--- src/rtl/cmd_pkg.sv ---
// rtl/cmd_pkg.sv - shared FSM state types and default timeout for the UART command wrapper.
package cmd_pkg;

  typedef enum logic {
    WAIT_HIGH = 1'b0,
    WAIT_LOW  = 1'b1
  } rx_state_t;

  typedef enum logic {
    T_IDLE = 1'b0,
    T_BUSY = 1'b1
  } tx_state_t;

  // Four byte times at 50 MHz / 19200 baud.
  localparam int unsigned TIMEOUT_CYC_DEF = 104160;

endpackage

--- src/rtl/cmd_timeout_cntr.sv ---
// rtl/cmd_timeout_cntr.sv - inter-byte timeout counter; expired once the count reaches TIMEOUT_CYC-1.
module cmd_timeout_cntr #(
  parameter int unsigned TIMEOUT_CYC = 104160,
  parameter int unsigned TO_W        = $clog2(TIMEOUT_CYC)
) (
  input  logic clk,
  input  logic rst,
  input  logic clear_i,
  input  logic enable_i,
  output logic expired_o
);

  logic [TO_W-1:0] cnt_q, cnt_d;

  always_comb begin
    cnt_d = cnt_q;
    if (clear_i) begin
      cnt_d = '0;
    end else if (enable_i && !expired_o) begin
      cnt_d = cnt_q + 1'b1;
    end
  end

  always_ff @(posedge clk) begin
    if (rst) begin
      cnt_q <= '0;
    end else begin
      cnt_q <= cnt_d;
    end
  end

  assign expired_o = (cnt_q == TO_W'(TIMEOUT_CYC - 1));

endmodule

--- src/rtl/uart_cmd_wrapper.sv ---
// rtl/uart_cmd_wrapper.sv - assembles two UART bytes into a 16-bit command and returns one response byte.
// Optional inter-byte timeout with frame_err pulse enabled by `define CMD_TIMEOUT_EN.
module uart_cmd_wrapper
  import cmd_pkg::*;
#(
  parameter int unsigned TIMEOUT_CYC = TIMEOUT_CYC_DEF
) (
  input  logic        clk,
  input  logic        rst,
  input  logic [7:0]  rx_data,
  input  logic        rx_rdy,
  output logic        clr_rx_rdy,
  output logic [15:0] cmd,
  output logic        cmd_rdy,
  input  logic        clr_cmd_rdy,
  input  logic [7:0]  resp,
  input  logic        send_resp,
  output logic [7:0]  tx_data,
  output logic        trmt,
  input  logic        tx_done,
  output logic        resp_busy,
  output logic        frame_err
);

  rx_state_t   rx_state_q, rx_state_d;
  tx_state_t   tx_state_q, tx_state_d;
  logic [7:0]  high_q, high_d;
  logic [15:0] cmd_q, cmd_d;
  logic        cmd_rdy_q, cmd_rdy_d;
  logic        frame_err_q, frame_err_d;
  logic [7:0]  tx_data_q, tx_data_d;
  logic        trmt_q, trmt_d;
  logic        busy_q, busy_d;
  logic        expired;

  assign clr_rx_rdy = rx_rdy;

`ifdef CMD_TIMEOUT_EN
  localparam int unsigned TO_W = $clog2(TIMEOUT_CYC);

  cmd_timeout_cntr #(
    .TIMEOUT_CYC (TIMEOUT_CYC),
    .TO_W        (TO_W)
  ) u_timeout (
    .clk       (clk),
    .rst       (rst),
    .clear_i   ((rx_state_q == WAIT_HIGH) && rx_rdy),
    .enable_i  (rx_state_q == WAIT_LOW),
    .expired_o (expired)
  );
`else
  // Comparison is constant false; it only keeps TIMEOUT_CYC referenced in this build.
  assign expired = (TIMEOUT_CYC == 0);
`endif

  always_comb begin
    rx_state_d  = rx_state_q;
    high_d      = high_q;
    cmd_d       = cmd_q;
    cmd_rdy_d   = clr_cmd_rdy ? 1'b0 : cmd_rdy_q;
    frame_err_d = 1'b0;
    case (rx_state_q)
      WAIT_HIGH: begin
        if (rx_rdy) begin
          high_d     = rx_data;
          cmd_rdy_d  = 1'b0;
          rx_state_d = WAIT_LOW;
        end
      end
      WAIT_LOW: begin
        // A byte arriving on the expiry cycle still completes the command.
        if (rx_rdy) begin
          cmd_d      = {high_q, rx_data};
          cmd_rdy_d  = 1'b1;
          rx_state_d = WAIT_HIGH;
        end else if (expired) begin
          high_d      = 8'h00;
          frame_err_d = 1'b1;
          rx_state_d  = WAIT_HIGH;
        end
      end
      default: rx_state_d = WAIT_HIGH;
    endcase
  end

  always_comb begin
    tx_state_d = tx_state_q;
    tx_data_d  = tx_data_q;
    busy_d     = busy_q;
    trmt_d     = 1'b0;
    case (tx_state_q)
      T_IDLE: begin
        if (send_resp) begin
          tx_data_d  = resp;
          trmt_d     = 1'b1;
          busy_d     = 1'b1;
          tx_state_d = T_BUSY;
        end
      end
      T_BUSY: begin
        if (tx_done) begin
          busy_d     = 1'b0;
          tx_state_d = T_IDLE;
        end
      end
      default: tx_state_d = T_IDLE;
    endcase
  end

  always_ff @(posedge clk) begin
    if (rst) begin
      rx_state_q  <= WAIT_HIGH;
      high_q      <= 8'h00;
      cmd_q       <= 16'h0000;
      cmd_rdy_q   <= 1'b0;
      frame_err_q <= 1'b0;
      tx_state_q  <= T_IDLE;
      tx_data_q   <= 8'h00;
      trmt_q      <= 1'b0;
      busy_q      <= 1'b0;
    end else begin
      rx_state_q  <= rx_state_d;
      high_q      <= high_d;
      cmd_q       <= cmd_d;
      cmd_rdy_q   <= cmd_rdy_d;
      frame_err_q <= frame_err_d;
      tx_state_q  <= tx_state_d;
      tx_data_q   <= tx_data_d;
      trmt_q      <= trmt_d;
      busy_q      <= busy_d;
    end
  end

  assign cmd       = cmd_q;
  assign cmd_rdy   = cmd_rdy_q;
  assign frame_err = frame_err_q;
  assign tx_data   = tx_data_q;
  assign trmt      = trmt_q;
  assign resp_busy = busy_q;

endmodule

--- config.mk ---
export PLATFORM = sky130hd
export DESIGN_NAME = uart_cmd_wrapper
export DESIGN_NICKNAME = d
export VERILOG_FILES = /design/src/rtl/cmd_pkg.sv /design/src/rtl/cmd_timeout_cntr.sv /design/src/rtl/uart_cmd_wrapper.sv
export SDC_FILE = /design/constraint.sdc
export NUM_CORES = 1
export LEC_CHECK = 0
export CAP_MARGIN = 10
export CORE_UTILIZATION = 47
export DETAILED_ROUTE_END_ITERATION = 8
export PLACE_DENSITY_LB_ADDON = 0.2
export SYNTH_ARGS = -nofsm -noshare
export SYNTH_HDL_FRONTEND = slang
export SYNTH_SLANG_ARGS = --single-unit
--- constraint.sdc ---
create_clock -name clk -period 2.5 [get_ports clk]
set_input_delay 0.375 -clock clk [delete_from_list [all_inputs] [get_ports clk]]
set_output_delay 0.375 -clock clk [all_outputs]
set_load 0.1 [all_outputs]
Word level (Yosys, flattened, before mapping)
Index checks and enable logic that the tools add are counted.

Div/mod/pow operators: 0. Multiplexer cells: 15. Bitwise operators: 2. Order comparisons: 0. Shifts and indexed selects: 0. Reduce and logical (&&, ||, !) cells: 5. Add/subtract/negate cells: 0. Equal/unequal tests: 3. Multipliers: 0.

Operators with widths (count): 2-to-1 mux 8 bit (2); 2-to-1 mux 1 bit (9); case mux 1 bit (2 select lines) (4); AND reduction 2 bit (4); != test 2 bit (second input constant) (3); inverter 1 bit (2); OR reduction 2 bit (1).

Register bits after elaboration: 37. Logic and storage cells: 33. Memory bits (read-only): 0. Output and inout bits: 29. Memories kept: 0. Input bits: 22. Latch bits: 0. RAM bits: 0.

Depth between registers and ports, before layout
Depth in word-level cells: 3. Gate-level depth with buffers: 5. Mapped depth without buffers: 4.

Worst setup path after synthesis
OpenSTA, ideal clock, no wires.

Path type: flip-flop to flip-flop. From: reg cmd_rdy_q, in the netlist cmd_rdy. To: reg cmd_rdy_q, in the netlist cmd_rdy. Cell stages (with the launch flop): 3. Path buffers: 0. Library setup time: 0.070 ns. Path slack: 0.980 ns. Period minus slack after synthesis: 1.520 ns. Required time: 2.430 ns. Arrival time: 1.450 ns. Cells stage by stage: dfxtp_1 -> or3b_1 -> a21oi_1.

Word-level cells in the longest chain between the ends: 3. Elaborated cells on any way between the ends: 4. Classes of those cells: mux: 4.

RTL lines: start: declaration (line uart_cmd_wrapper.sv:29) `logic cmd_rdy_q, cmd_rdy_d;`; start signal: assignment (line uart_cmd_wrapper.sv:125) `cmd_rdy_q <= cmd_rdy_d;`; 2-to-1 mux 1 bit * (line uart_cmd_wrapper.sv:60) `cmd_rdy_d = clr_cmd_rdy ? 1'b0 : cmd_rdy_q;`; 2-to-1 mux 1 bit (on tied branches) (line uart_cmd_wrapper.sv:72, uart_cmd_wrapper.sv:64); case mux 1 bit (2 select lines) * (line uart_cmd_wrapper.sv:62) `case (rx_state_q)`.

Every way passes the cells marked *; elsewhere a longest branch is shown, timed or not. A chain may end at the register's enable or synchronous reset.

Worst setup path in the final report
From: in rx_rdy. To: out clr_rx_rdy.

RTL lines: start: declaration (line uart_cmd_wrapper.sv:11) `input logic rx_rdy,`; end: declaration (line uart_cmd_wrapper.sv:12) `output logic clr_rx_rdy,`.

No word-level cell between the ends.

==> metrics.txt <==
Num CTS Buffers 5; CTS resizes 0; max_slew headroom 0.531; hold path startpoint rx_state_q; status finished, violations left; Routed Antenna Nets 0; max cap viols 0; Hold Slack 482 ps; Std-Cell Rows 19; Critical Path AT 1240 ps; Top FF cell, synth dfxtp_1; setup bufs post-CTS 0; Vias/cell 5.06; Setup TNS Final 0 ps; ANT cells 0; Setup CP Type input port to output port; Max Fclk 0.618 GHz; DP Wirelength 1.97 mm; Cells on Worst Hold Path 2; Top Ports 51; H-tree levels 2; area of placed instances 1830 sq um; DRC 4; crit-path leading delay family buffers and inverters; area of the core roughly 2800 sq um; vias 1082; Slew Limit Fails 0; Worst Tran Pin Value between 700 and 800 ps; Syn Nets around 160; Synth top area share 0.512; CP max stage cell clkdlybuf4s50_1; post-synth top area cell dfxtp_1; Area growth syn-to-layout 30.1%; Worst R2R Setup Slack 1240 ps; Hold Path End cmd_rdy; initial antenna violation count 0; RSZ-0062 raised after global routing false; initial core utilization 0.512; Post-synth top cells dfxtp_1 (37), nor2_1 (27), mux2i_1 (24); root buf cell clkbuf_4; drt first-iter violations 32; Yosys reg bits 37; CTS tree built; R2R Path End high_q[0]; First-pass DRT Iterations 6; Clock Sinks 37; r2r worst-path depth 4; CP peak stage delay around 550 ps; Filler cells 240; asr flop ratio synth 0; layout cells sized above 1 0.208; # nets final 206; Final Util 0.666; final instance count without filler cells 214; RR Startpoint rx_state_q; PwrDens 656 nW/um^2; min-delay worst type flip-flop to flip-flop; failing checks design-rule violations; gr ovfl total 0; clock latency on the worst-skew pair 320 ps; routed length per placed instance between 10 and 15 microns; synth warn 0; flip-flop and latch area 741 sq um; GRT Resource Usage Total 0.183; most frequent cell after synthesis dfxtp_1; final wirelength between 2 and 3 mm; clock slew at reported path FFs 90 ps; Final GP Congestion ~0.73; placed cell count 206; Post-Syn Area per Cell around 11 sq um; final setup fails 0; clock skew 2.91 ps; worst path bufs/invs 2; crit-path max FO 5; post-synth cell types 19; worst-path cell chain clkdlybuf4s50_1 > buf_4; Multi-input gate area roughly 600 sq um; crit start category input port; top post-synthesis cells by area dfxtp_1 (51%), mux2i_1 (17%), nor2_1 (7.0%), nand4bb_1 (6.2%), nand2b_1 (3.9%); Post-synth EDFFs 0; post-route clock period utilization 0.647; Die X-Extent ~58 microns; CP Data Required Time 2120 ps; DIE AREA 3310 sq um; I/O Buffers 49; design area around 1900 sq um; hold violation count in the final report 0; leakage about 0.00078 uW; post-cts hold buffer count 0; CTS Buffer Depth 2; crit end category output port; vias in the first global route 1044; pin count of the biggest net entering global routing 26; first-pass GRT wire length between 4 and 5 mm; Max VDD drop 0.434 mV; Tmin final 1620 ps; register area share after synthesis 0.512; Post-Syn Area 1450 sq um; Post-Synthesis Cells 135; die span in y between 50 and 60 microns
==> registers in the layout, indices dropped and copies added, names as in the netlist <==
| register | cells |
|---|---|
| cmd | 16 |
| high_q | 8 |
| tx_data | 8 |
| cmd_rdy | 1 |
| resp_busy | 1 |
| rx_state_q | 1 |
| trmt | 1 |
| tx_state_q | 1 |
==> placed cells by master (no fill, tap or decap), drive strengths merged <==
master,Yosys,final
dfxtp,37,37
buf,11,30
nor2,27,27
mux2i,24,24
clkdlybuf4s50,0,21
nand2b,9,9
nand4bb,8,8
o21ai,8,8
clkbuf,0,8
a21oi,2,2
ha,2,2
inv,1,1
nor2b,1,1
a21bo,1,1
a211oi,1,1
nand2,1,1
or3b,1,1
conb,1,1
==> power breakdown <==
| part | internal, uW | total, uW | switching (uW) |
|---|---|---|---|
| sequential | 621 | 641 | 20.3 |
| combinational | 98.9 | 315 | 216 |
| clock | 112 | 280 | 167 |
| total | 832 | 1240 | 404 |
==> per-layer routing <==
layer | part of all wire | wire length, microns | global-route usage
met4 | 0.011 | 31 | 0.0627
met1 | 0.41 | 1120 | 0.191
met3 | 0.067 | 182 | 0.0544
met5 | 0 | 0 | 0
met2 | 0.51 | 1380 | 0.344
==> stage by stage <==
| stage | total power (uW) | setup WS, ps |
|---|---|---|
| 2_1_floorplan | 894 | 980 |
| 3_3_place_gp | 964 | 678 |
| 3_5_place_dp | 971 | 616 |
| 4_1_cts | 1250 | 878 |
| 5_1_grt | 1300 | 859 |
| 6_report | 1240 | 882 |
==> cell families (layout without fill, tap and decap cells) <==
group	after synthesis	count (layout)	synth area share
compound gates	12	12	0.0501
fa+ha+maj	2	2	0.0173
buf+inv	12	60	0.0631
flops	37	37	0.512
mux	24	24	0.166
other cells	1	1	0.00259
simple gates	47	47	0.189
==> final cells by class <==
cell class,instances,area share
Clock buffer,8,0.0259
Sequential cell,37,0.393
Multi-Input combinational cell,86,0.327
Timing Repair Buffer,51,0.231
Inverter,1,0.00199
Tap cell,31,0.0206
==> how the worst max path moves through the flow <==
stage	from	to	slack (ps)	depth (start not counted)
2_1_floorplan	cmd_rdy	cmd_rdy	980	2
6_report	rx_rdy	clr_rx_rdy	880	2
4_1_cts	rx_rdy	clr_rx_rdy	880	2
5_1_grt	rx_rdy	clr_rx_rdy	860	2
3_5_place_dp	rx_rdy	high_q[0]	620	4
3_3_place_gp	rx_rdy	high_q[0]	680	4
(Power assumes the default switching activity.)
